File: config.mk
export PLATFORM = sky130hd
export DESIGN_NAME = cache_fill_ctrl_flat
export DESIGN_NICKNAME = d
export VERILOG_FILES = /design/src/rtl/cache_fill_ctrl_pkg.sv /design/src/rtl/cache_fill_ctrl_if.sv /design/src/rtl/cache_fill_ctrl_plru.sv /design/src/rtl/cache_fill_ctrl.sv /design/src/flat_wrapper.sv
export SDC_FILE = /design/constraint.sdc
export NUM_CORES = 1
export LEC_CHECK = 0
export ABC_CLOCK_PERIOD_IN_PS = 6100
export BUFFER_PORTS_ARGS = -buffer_cell sky130_fd_sc_hd__buf_4
export CAP_MARGIN = 15
export CELL_PAD_IN_SITES_DETAIL_PLACEMENT = 1
export CELL_PAD_IN_SITES_GLOBAL_PLACEMENT = 2
export CORE_MARGIN = 3
export CORE_UTILIZATION = 30
export CTS_CLUSTER_DIAMETER = 120
export DETAILED_ROUTE_END_ITERATION = 7
export MAX_ROUTING_LAYER = met4
export PLACE_DENSITY = 0.95
export REMOVE_ABC_BUFFERS = 1
export SETUP_SLACK_MARGIN = 0.3
export SYNTH_ARGS = -nofsm -noshare
export SYNTH_HDL_FRONTEND = slang
export SYNTH_SLANG_ARGS = --single-unit
File: constraint.sdc
create_clock -name clk -period 6.1 [get_ports clk]
set_input_delay 0.61 -clock clk [delete_from_list [all_inputs] [get_ports clk]]
set_output_delay 0.61 -clock clk [all_outputs]
set_load 0.02 [all_outputs]
File: src/rtl/cache_fill_ctrl_pkg.sv
// rtl/cache_fill_ctrl_pkg.sv - shared parameters, state encoding and PLRU helpers for the cache fill controller
package cache_fill_ctrl_pkg;

    localparam int SETS       = 4;
    localparam int WAYS       = 4;
    localparam int TAG_W      = 8;
    localparam int DATA_W     = 32;
    localparam int LINE_BEATS = 4;
    localparam int IDX_W      = $clog2(SETS);
    localparam int BEAT_W     = $clog2(LINE_BEATS);
    localparam int WAY_W      = $clog2(WAYS);

    typedef enum logic [1:0] {
        ST_IDLE = 2'd0,
        ST_REQ  = 2'd1,
        ST_FILL = 2'd2,
        ST_TAGW = 2'd3
    } fill_state_e;

    // bit 0 = root (b0), bit 1 = left pair (b1), bit 2 = right pair (b2)
    typedef logic [2:0] plru_t;

    function automatic logic [WAY_W-1:0] plru_victim(input plru_t p);
        if (!p[0]) begin
            return p[1] ? 2'd1 : 2'd0;
        end
        return p[2] ? 2'd3 : 2'd2;
    endfunction

    function automatic plru_t plru_update(input plru_t p, input logic [WAY_W-1:0] way);
        plru_t n;
        n = p;
        if (!way[1]) begin
            n[0] = 1'b1;
            n[1] = (way == 2'd0);
        end else begin
            n[0] = 1'b0;
            n[2] = (way == 2'd2);
        end
        return n;
    endfunction

    function automatic logic [WAYS-1:0] way_onehot(input logic [WAY_W-1:0] way);
        return 4'b0001 << way;
    endfunction

    function automatic logic [WAY_W-1:0] first_way(input logic [WAYS-1:0] mask);
        logic [WAY_W-1:0] r;
        r = '0;
        for (int i = WAYS - 1; i >= 0; i--) begin
            if (mask[i]) r = 2'(i);
        end
        return r;
    endfunction

endpackage

File: src/rtl/cache_fill_ctrl_if.sv
// rtl/cache_fill_ctrl_if.sv - lookup, memory request/response and array write bundle of the fill controller
interface cache_fill_ctrl_if;
    import cache_fill_ctrl_pkg::*;

    logic                  lookup_valid;
    logic [IDX_W-1:0]      lookup_index;
    logic [TAG_W-1:0]      lookup_tag;
    logic [WAYS-1:0]       hit_raw;
    logic                  flush;
    logic [WAYS-1:0]       hit_q;
    logic                  miss_stall;
    logic                  mem_req_valid;
    logic                  mem_req_ready;
    logic [TAG_W+IDX_W-1:0] mem_req_addr;
    logic                  mem_rsp_valid;
    logic [DATA_W-1:0]     mem_rsp_data;
    logic                  data_wr_en;
    logic [WAYS-1:0]       data_wr_way;
    logic [IDX_W-1:0]      data_wr_index;
    logic [BEAT_W-1:0]     data_wr_beat;
    logic [DATA_W-1:0]     data_wr_data;
    logic                  tag_wr_en;
    logic [WAYS-1:0]       tag_wr_way;
    logic [IDX_W-1:0]      tag_wr_index;
    logic [TAG_W-1:0]      tag_wr_tag;
    logic                  fill_done;

    modport master (
        input  lookup_valid, lookup_index, lookup_tag, hit_raw, flush,
        input  mem_req_ready, mem_rsp_valid, mem_rsp_data,
        output hit_q, miss_stall, mem_req_valid, mem_req_addr,
        output data_wr_en, data_wr_way, data_wr_index, data_wr_beat, data_wr_data,
        output tag_wr_en, tag_wr_way, tag_wr_index, tag_wr_tag, fill_done
    );

    modport slave (
        output lookup_valid, lookup_index, lookup_tag, hit_raw, flush,
        output mem_req_ready, mem_rsp_valid, mem_rsp_data,
        input  hit_q, miss_stall, mem_req_valid, mem_req_addr,
        input  data_wr_en, data_wr_way, data_wr_index, data_wr_beat, data_wr_data,
        input  tag_wr_en, tag_wr_way, tag_wr_index, tag_wr_tag, fill_done
    );

endinterface

File: src/rtl/cache_fill_ctrl_plru.sv
// rtl/cache_fill_ctrl_plru.sv - 4-way tree pseudo-LRU: victim of a set and its state after an access
import cache_fill_ctrl_pkg::*;

module plru_tree4 (
    input  plru_t            state,
    input  logic [WAY_W-1:0] access_way,
    output logic [WAY_W-1:0] victim,
    output plru_t            next_state
);

    assign victim     = plru_victim(state);
    assign next_state = plru_update(state, access_way);

endmodule

File: src/rtl/cache_fill_ctrl.sv
// rtl/cache_fill_ctrl.sv - miss/fill controller: hit qualification, PLRU victim choice, line fill, tag-last install
import cache_fill_ctrl_pkg::*;

module cache_fill_ctrl (
    input  logic             clk,
    input  logic             rst,
    cache_fill_ctrl_if.master bus
);

    fill_state_e       state;
    logic [WAYS-1:0]   valid [SETS];
    plru_t             plru  [SETS];
    logic [BEAT_W-1:0] beat_cnt;
    logic [IDX_W-1:0]  fill_index;
    logic [TAG_W-1:0]  fill_tag;
    logic [WAY_W-1:0]  fill_way;
    logic              req_valid_q;
    logic              tag_wr_q;

    logic              idle;
    logic [WAYS-1:0]   set_valid;
    logic              hit_any;
    logic              miss;
    logic              beat_take;
    plru_t             plru_cur;
    plru_t             plru_next;
    logic [WAY_W-1:0]  access_way;
    logic [WAY_W-1:0]  lru_way;
    logic [WAY_W-1:0]  victim_way;

    assign idle      = (state == ST_IDLE);
    assign set_valid = valid[bus.lookup_index];
    assign hit_any   = |bus.hit_q;
    assign miss      = idle & bus.lookup_valid & ~bus.flush & ~hit_any;
    assign beat_take = (state == ST_FILL) & bus.mem_rsp_valid;

    // One tree serves both the IDLE lookup set and the set being installed in TAGW.
    assign plru_cur   = idle ? plru[bus.lookup_index] : plru[fill_index];
    assign access_way = idle ? first_way(bus.hit_q) : fill_way;

    plru_tree4 u_plru (
        .state      (plru_cur),
        .access_way (access_way),
        .victim     (lru_way),
        .next_state (plru_next)
    );

    assign victim_way = (&set_valid) ? lru_way : first_way(~set_valid);

    assign bus.hit_q         = bus.hit_raw & set_valid;
    assign bus.miss_stall    = miss | ~idle;
    assign bus.mem_req_valid = req_valid_q;
    assign bus.mem_req_addr  = req_valid_q ? {fill_tag, fill_index} : '0;
    assign bus.data_wr_en    = beat_take;
    assign bus.data_wr_way   = beat_take ? way_onehot(fill_way) : '0;
    assign bus.data_wr_index = beat_take ? fill_index : '0;
    assign bus.data_wr_beat  = beat_take ? beat_cnt : '0;
    assign bus.data_wr_data  = bus.mem_rsp_data;
    assign bus.tag_wr_en     = tag_wr_q;
    assign bus.tag_wr_way    = tag_wr_q ? way_onehot(fill_way) : '0;
    assign bus.tag_wr_index  = tag_wr_q ? fill_index : '0;
    assign bus.tag_wr_tag    = tag_wr_q ? fill_tag : '0;
    assign bus.fill_done     = tag_wr_q;

    always_ff @(posedge clk) begin
        if (rst) begin
            state       <= ST_IDLE;
            beat_cnt    <= '0;
            fill_index  <= '0;
            fill_tag    <= '0;
            fill_way    <= '0;
            req_valid_q <= 1'b0;
            tag_wr_q    <= 1'b0;
            for (int s = 0; s < SETS; s++) begin
                valid[s] <= '0;
                plru[s]  <= '0;
            end
        end else begin
            case (state)
                ST_IDLE: begin
                    if (bus.flush) begin
                        for (int s = 0; s < SETS; s++) begin
                            valid[s] <= '0;
                            plru[s]  <= '0;
                        end
                    end else if (bus.lookup_valid && hit_any) begin
                        plru[bus.lookup_index] <= plru_next;
                    end else if (miss) begin
                        fill_index  <= bus.lookup_index;
                        fill_tag    <= bus.lookup_tag;
                        fill_way    <= victim_way;
                        // stale contents of the victim must not hit while it is refilled
                        valid[bus.lookup_index][victim_way] <= 1'b0;
                        req_valid_q <= 1'b1;
                        state       <= ST_REQ;
                    end
                end
                ST_REQ: begin
                    if (bus.mem_req_ready) begin
                        req_valid_q <= 1'b0;
                        beat_cnt    <= '0;
                        state       <= ST_FILL;
                    end
                end
                ST_FILL: begin
                    if (bus.mem_rsp_valid) begin
                        beat_cnt <= beat_cnt + 1'b1;
                        if (beat_cnt == BEAT_W'(LINE_BEATS - 1)) begin
                            tag_wr_q <= 1'b1;
                            state    <= ST_TAGW;
                        end
                    end
                end
                ST_TAGW: begin
                    valid[fill_index][fill_way] <= 1'b1;
                    plru[fill_index]            <= plru_next;
                    tag_wr_q                    <= 1'b0;
                    state                       <= ST_IDLE;
                end
                default: state <= ST_IDLE;
            endcase
        end
    end

endmodule

File: src/flat_wrapper.sv
// flat-port wrapper written by rule: the top's interface ports become plain ports
module cache_fill_ctrl_flat 
  (clk, rst, bus_lookup_valid, bus_lookup_index, bus_lookup_tag, bus_hit_raw, bus_flush, bus_mem_req_ready, bus_mem_rsp_valid, bus_mem_rsp_data, bus_hit_q, bus_miss_stall, bus_mem_req_valid, bus_mem_req_addr, bus_data_wr_en, bus_data_wr_way, bus_data_wr_index, bus_data_wr_beat, bus_data_wr_data, bus_tag_wr_en, bus_tag_wr_way, bus_tag_wr_index, bus_tag_wr_tag, bus_fill_done);
  cache_fill_ctrl_if bus_i ();
  input  logic clk;
  input  logic rst;
  input wire logic [$bits(bus_i.lookup_valid)-1:0] bus_lookup_valid;
  input wire logic [$bits(bus_i.lookup_index)-1:0] bus_lookup_index;
  input wire logic [$bits(bus_i.lookup_tag)-1:0] bus_lookup_tag;
  input wire logic [$bits(bus_i.hit_raw)-1:0] bus_hit_raw;
  input wire logic [$bits(bus_i.flush)-1:0] bus_flush;
  input wire logic [$bits(bus_i.mem_req_ready)-1:0] bus_mem_req_ready;
  input wire logic [$bits(bus_i.mem_rsp_valid)-1:0] bus_mem_rsp_valid;
  input wire logic [$bits(bus_i.mem_rsp_data)-1:0] bus_mem_rsp_data;
  output wire logic [$bits(bus_i.hit_q)-1:0] bus_hit_q;
  output wire logic [$bits(bus_i.miss_stall)-1:0] bus_miss_stall;
  output wire logic [$bits(bus_i.mem_req_valid)-1:0] bus_mem_req_valid;
  output wire logic [$bits(bus_i.mem_req_addr)-1:0] bus_mem_req_addr;
  output wire logic [$bits(bus_i.data_wr_en)-1:0] bus_data_wr_en;
  output wire logic [$bits(bus_i.data_wr_way)-1:0] bus_data_wr_way;
  output wire logic [$bits(bus_i.data_wr_index)-1:0] bus_data_wr_index;
  output wire logic [$bits(bus_i.data_wr_beat)-1:0] bus_data_wr_beat;
  output wire logic [$bits(bus_i.data_wr_data)-1:0] bus_data_wr_data;
  output wire logic [$bits(bus_i.tag_wr_en)-1:0] bus_tag_wr_en;
  output wire logic [$bits(bus_i.tag_wr_way)-1:0] bus_tag_wr_way;
  output wire logic [$bits(bus_i.tag_wr_index)-1:0] bus_tag_wr_index;
  output wire logic [$bits(bus_i.tag_wr_tag)-1:0] bus_tag_wr_tag;
  output wire logic [$bits(bus_i.fill_done)-1:0] bus_fill_done;
  assign bus_i.lookup_valid = bus_lookup_valid;
  assign bus_i.lookup_index = bus_lookup_index;
  assign bus_i.lookup_tag = bus_lookup_tag;
  assign bus_i.hit_raw = bus_hit_raw;
  assign bus_i.flush = bus_flush;
  assign bus_i.mem_req_ready = bus_mem_req_ready;
  assign bus_i.mem_rsp_valid = bus_mem_rsp_valid;
  assign bus_i.mem_rsp_data = bus_mem_rsp_data;
  assign bus_hit_q = bus_i.hit_q;
  assign bus_miss_stall = bus_i.miss_stall;
  assign bus_mem_req_valid = bus_i.mem_req_valid;
  assign bus_mem_req_addr = bus_i.mem_req_addr;
  assign bus_data_wr_en = bus_i.data_wr_en;
  assign bus_data_wr_way = bus_i.data_wr_way;
  assign bus_data_wr_index = bus_i.data_wr_index;
  assign bus_data_wr_beat = bus_i.data_wr_beat;
  assign bus_data_wr_data = bus_i.data_wr_data;
  assign bus_tag_wr_en = bus_i.tag_wr_en;
  assign bus_tag_wr_way = bus_i.tag_wr_way;
  assign bus_tag_wr_index = bus_i.tag_wr_index;
  assign bus_tag_wr_tag = bus_i.tag_wr_tag;
  assign bus_fill_done = bus_i.fill_done;
  cache_fill_ctrl u_core (.clk(clk), .rst(rst), .bus(bus_i));
endmodule
=== Yosys cells after proc, flatten, opt, wreduce, memory -nomap -nowiden ===
Memories as Yosys holds them, arrays and structs flattened. A register that Yosys moved wholly into a read port is not among the register bits.
Index checks and enable logic that the tools add are counted.

* $add $sub $neg: 1
* Order comparisons: 4
* Eq/ne operators: 11
* Shifts and indexed selects: 1
* Multiplexer cells: 89
* Bitwise operators: 19
* Reductions and logical operators: 19

{| class="wikitable"
|+ Operators by type and width
! cell !! number
|-
| two-way mux 2 bit || 28
|-
| two-way mux 4 bit || 12
|-
| two-way mux 1 bit || 34
|-
| two-way mux 3 bit || 7
|-
| != test 2 bit (second input constant) || 6
|-
| OR reduction 4 bit || 3
|-
| two-way mux 10 bit || 1
|-
| OR 1 bit || 9
|-
| equality test 2 bit (second input constant) || 4
|-
| two-way mux 8 bit || 1
|-
| one-hot mux 2 bit (4 select lines) || 1
|-
| AND reduction 4 bit || 2
|-
| less-than comparator 2 x 3 -> 1 bit (second input constant) || 2
|-
| AND reduction 3 bit || 2
|-
| AND reduction 6 bit || 1
|-
| nonzero test 2 bit || 3
|-
| OR reduction 3 bit || 2
|-
| AND reduction 5 bit || 1
|-
| AND 1 bit || 4
|-
| AND 4 bit || 1
|-
| demux 1 bit (select 2 bit) || 2
|-
| >= comparator 2 x 1 -> 1 bit (second input constant) || 2
|-
| logical NOT 2 bit || 2
|-
| NOT 1 bit || 4
|-
| other kinds (7) || 10
|}

* Register bits: 18
* RAM bits: 28
* Input port bits: 52
* Word-level logic and storage cells: 153
* Memories kept: 2

{| class="wikitable"
|+ Memories
! name !! words !! width !! rd ports !! clocked after Yosys merged registers in !! write ports !! RTL line !! RTL
|-
| u_core.valid || 4 || 4 || 1 || 0 || 4 || cache_fill_ctrl.sv:11 || <nowiki>logic [WAYS-1:0] valid [SETS];</nowiki>
|-
| u_core.plru || 4 || 3 || 2 || 1 || 4 || cache_fill_ctrl.sv:12 || <nowiki>plru_t plru [SETS];</nowiki>
|}

=== Depth between registers and ports, before layout ===
An unclocked memory read counts as a cell.

* Depth in word-level cells: 15
* Depth in mapped cells: 9
* Depth with buffers taken out: 8

=== By module ===
Synthesis repeated with hierarchy kept, for this count alone.

* Cell total of the unflattened synthesis: 341
* Area total of the unflattened synthesis: 3203.1 um2

{| class="wikitable"
|+ By module, submodules not included
! module !! times used !! cells an instance !! area each (um2) !! sequential area each (um2)
|-
| cache_fill_ctrl || 1 || 333 || 3160.5 || 1241.2
|-
| plru_tree4 || 1 || 8 || 42.5 || 0.0
|}

=== Worst setup path before layout ===
OpenSTA, ideal clock, no wires.

* Kind: input to register
* Start: input bus_lookup_index[0]
* End: memory u_core.plru[0][1] (netlist name), data pin
* Library setup time: 0.263 ns
* Data arrival time: 2.361 ns
* Data required time: 5.837 ns
* Path slack: 3.476 ns
* Stages: 6
* Path buffers: 0
* Cell sequence: mux4_2 -> nand2_1 -> inv_1 -> o41ai_4 -> mux2i_1 -> nor2_1

{| class="wikitable"
|+ RTL lines
! element !! RTL line !! RTL
|-
| start, declared || flat_wrapper.sv:8 || <nowiki>input wire logic [$bits(bus_i.lookup_index)-1:0] bus_lookup_index;</nowiki>
|-
| end, declared || cache_fill_ctrl.sv:12 ||
|}

==> results.py <==
metrics = {
    "status": {
        "status": "finished, final reports clean",
    },
    "critical_path": {
        "slowest_stage": "o221ai_1",
        "crit_required_ns": 6.12,
        "cp.depth": 8,
        "crit_path_max_incr_delay_ns": 0.83,
        "critPathBufInv": 1,
        "cp-end-kind": "register",
        "path_delay_family": "compound AO/OA/AOI/OAI gates",
        "cp_common_cell": "o221ai_1",
        "r2r_cells": 8,
        "path_max_fanout": 9,
        "critPathKind": "register to register",
        "crit_chain": "inv_1, ha_1, nand2_1, o22ai_1, a21oi_1, mux2i_1, o221ai_1, o221ai_1",
        "critPathLaunchType": "register",
        "arrival_ns": 3.01,
    },
    "die": {
        "die_area_um2": 11800,
        "start_util": 0.315,
        "die_w_um": 108,
        "core_um2": 10000,
        "num_io_pins": 125,
        "rows": 36,
        "dieHeight_um": 108,
    },
    "yosys": {
        "yosys_warnings": 0,
        "synth_common_cells": "nand2_1 (52), nor2_1 (39), buf_4 (33)",
        "synth_edf_count": 28,
        "synth_top_area_frac": 0.267,
        "yosysTopAreaCell": "edfxtp_1",
        "synthTopCellsByArea": "edfxtp_1 (27%), dfxtp_1 (13%), buf_4 (7.9%), nand2_1 (6.2%), mux4_2 (5.0%)",
        "avgSynthCellArea_um2": 9.00,
        "netlist_area_um2": 3150,
        "yosysMostFrequentCell": "nand2_1",
        "ys_ff_latch": 48,
        "syn_inst": 350,
        "synth_top_flop_cell": "edfxtp_1",
        "synth-seq-area-share": 0.394,
        "synth.distinct_cells": 44,
        "synth-async-reset-ratio": 0,
    },
    "placement": {
        "place_congestion": 0.824,
        "portBuffers": 60,
        "place_area_um2": 3440,
        "pre_cts_slack_ns": 3.07,
        "dp_hpwl_um": 7500,
    },
    "worst_hold_path": {
        "hold_class": "register to register",
        "hold_depth": 2,
    },
    "timing": {
        "finalSetupViolations": 0,
        "period_needed_ns": 2.99,
        "setup_ws_ns": 3.11,
        "finalSetupTns_ns": 0,
        "finalHoldViolCount": 0,
        "fin_skew_ns": 0.0104,
        "worst_pin_slew_ns": 1.03,
        "rsz0062_at_grt": "no",
        "post-route-period-util": 0.491,
        "maxSlewViolCount": 0,
        "fmax_ghz": 0.334,
        "slew_headroom": 0.312,
    },
    "global_routing": {
        "grt_overflow_total": 0,
        "grt_pass1_wl_um": 14600,
        "first_global_vias": 2654,
        "grt_start_max_net_pins": 26,
        "grtUsageTotal": 0.166,
        "antenna_found_initial": 0,
    },
    "clock_network": {
        "cts_tree": "done",
        "cts_buffer_depth": 2,
        "ctsRootBufferMaster": "clkbuf_8",
        "clkTransAtPathRegs_ns": 0.09,
        "cts_resized": 0,
        "cts_made_buffers": 5,
        "cts_setup_buffers": 0,
        "clock_latency_ns": 0.31,
        "h-tree-depth": 2,
        "holdBufCountCts": 0,
        "cts_sinks": 48,
    },
    "cells_and_area": {
        "fin_area_um2": 3530,
        "drive_above_1_share": 0.229,
        "fin_nets": 424,
        "final.fill_count": 1170,
        "syn2layout_area_growth_pct": 12.2,
        "n_antenna_cell": 0,
    },
    "detailed_routing": {
        "met1_length_um": 4390,
        "vias": 2600,
        "highest_layer": "met4",
        "wl_um": 9630,
        "met2WireLength_um": 4440,
        "met3_length_um": 748,
        "initialDrtViolationCount": 184,
        "ant_nets": 0,
        "wl_per_cell_um": 19.3,
        "first_pass_iters": 4,
        "drc_errors": 0,
        "viasPerCell": 5.20,
    },
    "power_and_ir_drop": {
        "ir_drop_uv": 101,
        "powerDensity_nw_per_um2": 264,
        "leakagePower_nw": 1.45,
    },
    "run": {
        "maxCapViolCount": 0,
    },
}
logic make-up after synthesis:
family | synth area share
fa+ha+maj | 0.0238
flops | 0.394
mux | 0.0850
compound gates | 0.146
simple gates | 0.229
buf+inv | 0.122
state kept, by name, indices dropped and copies added (netlist names), named ones only:
name	cells
u_core.state	2
u_core.fill_index	2
u_core.bus.mem_req_valid	1
u_core.plru	12
u_core.fill_tag	8
u_core.valid	16
u_core.bus.fill_done	1
u_core.fill_way	2
u_core.beat_cnt	2
layer usage:
layer,vias to the layer above,track usage
li1,1225,-
met1,1288,0.211
met2,81,0.257
met3,6,0.0657
met4,0,0.0252
met5,-,-
area by class of cell:
type	count	area, um^2	share of cell area
tap	133	166	0.0471
timing repair buffer	61	458	0.130
inverter	15	56.3	0.0159
multi-input combinational	235	1520	0.431
sequential	48	1240	0.351
clock inverter	3	18.8	0.00531
clock buffer	5	68.8	0.0195
cell usage in the layout, fill, tap and decap left out, drive strengths merged, types with 4 or more instances in the layout:
master,n
a21oi,19
and3,6
buf,61
dfxtp,20
ha,6
clkbuf,5
nand2b,7
nand2,53
nor2,39
and2,21
o221ai,13
o21ai,10
mux4,7
mux2i,11
inv,15
edfxtp,28
a22oi,4
tightest hold or removal path, delay by kind of cell, from the launching register on:
kind	cells	cell delay, ns
simple gates	1	0.05
compound gates	1	0.05
flops	1	0.33
power by group:
part / switching (W) / total (W) / internal [W]
combinational: 0.000201 / 0.000318 / 0.000116
clock: 0.000112 / 0.000192 / 0.0000802
sequential: 0.0000318 / 0.000423 / 0.000391
total: 0.000345 / 0.000934 / 0.000588
stage by stage:
stage	hold slack (ns)	power [W]	utilization	instances
floorplan	0.434	0.000634	-	298
global placement	0.451	0.000728	0.344	491
detailed placement	0.465	0.000746	0.344	491
CTS	0.477	0.000934	0.353	499
global route	0.494	0.000984	0.353	500
finish	0.472	0.000934	0.353	500
path summary, 6_finish.rpt:
path | start | endpoint | slack [ns]
hold reg to reg | u_core.fill_tag[6] | u_core.fill_tag[6] | 0.47
hold / removal | u_core.fill_tag[6] | u_core.fill_tag[6] | 0.47
setup / recovery | u_core.state[0] | u_core.valid[1][1] | 3.11
setup reg to reg | u_core.state[0] | u_core.valid[1][1] | 3.11
Note: power is estimated with default switching activity, not from simulation.
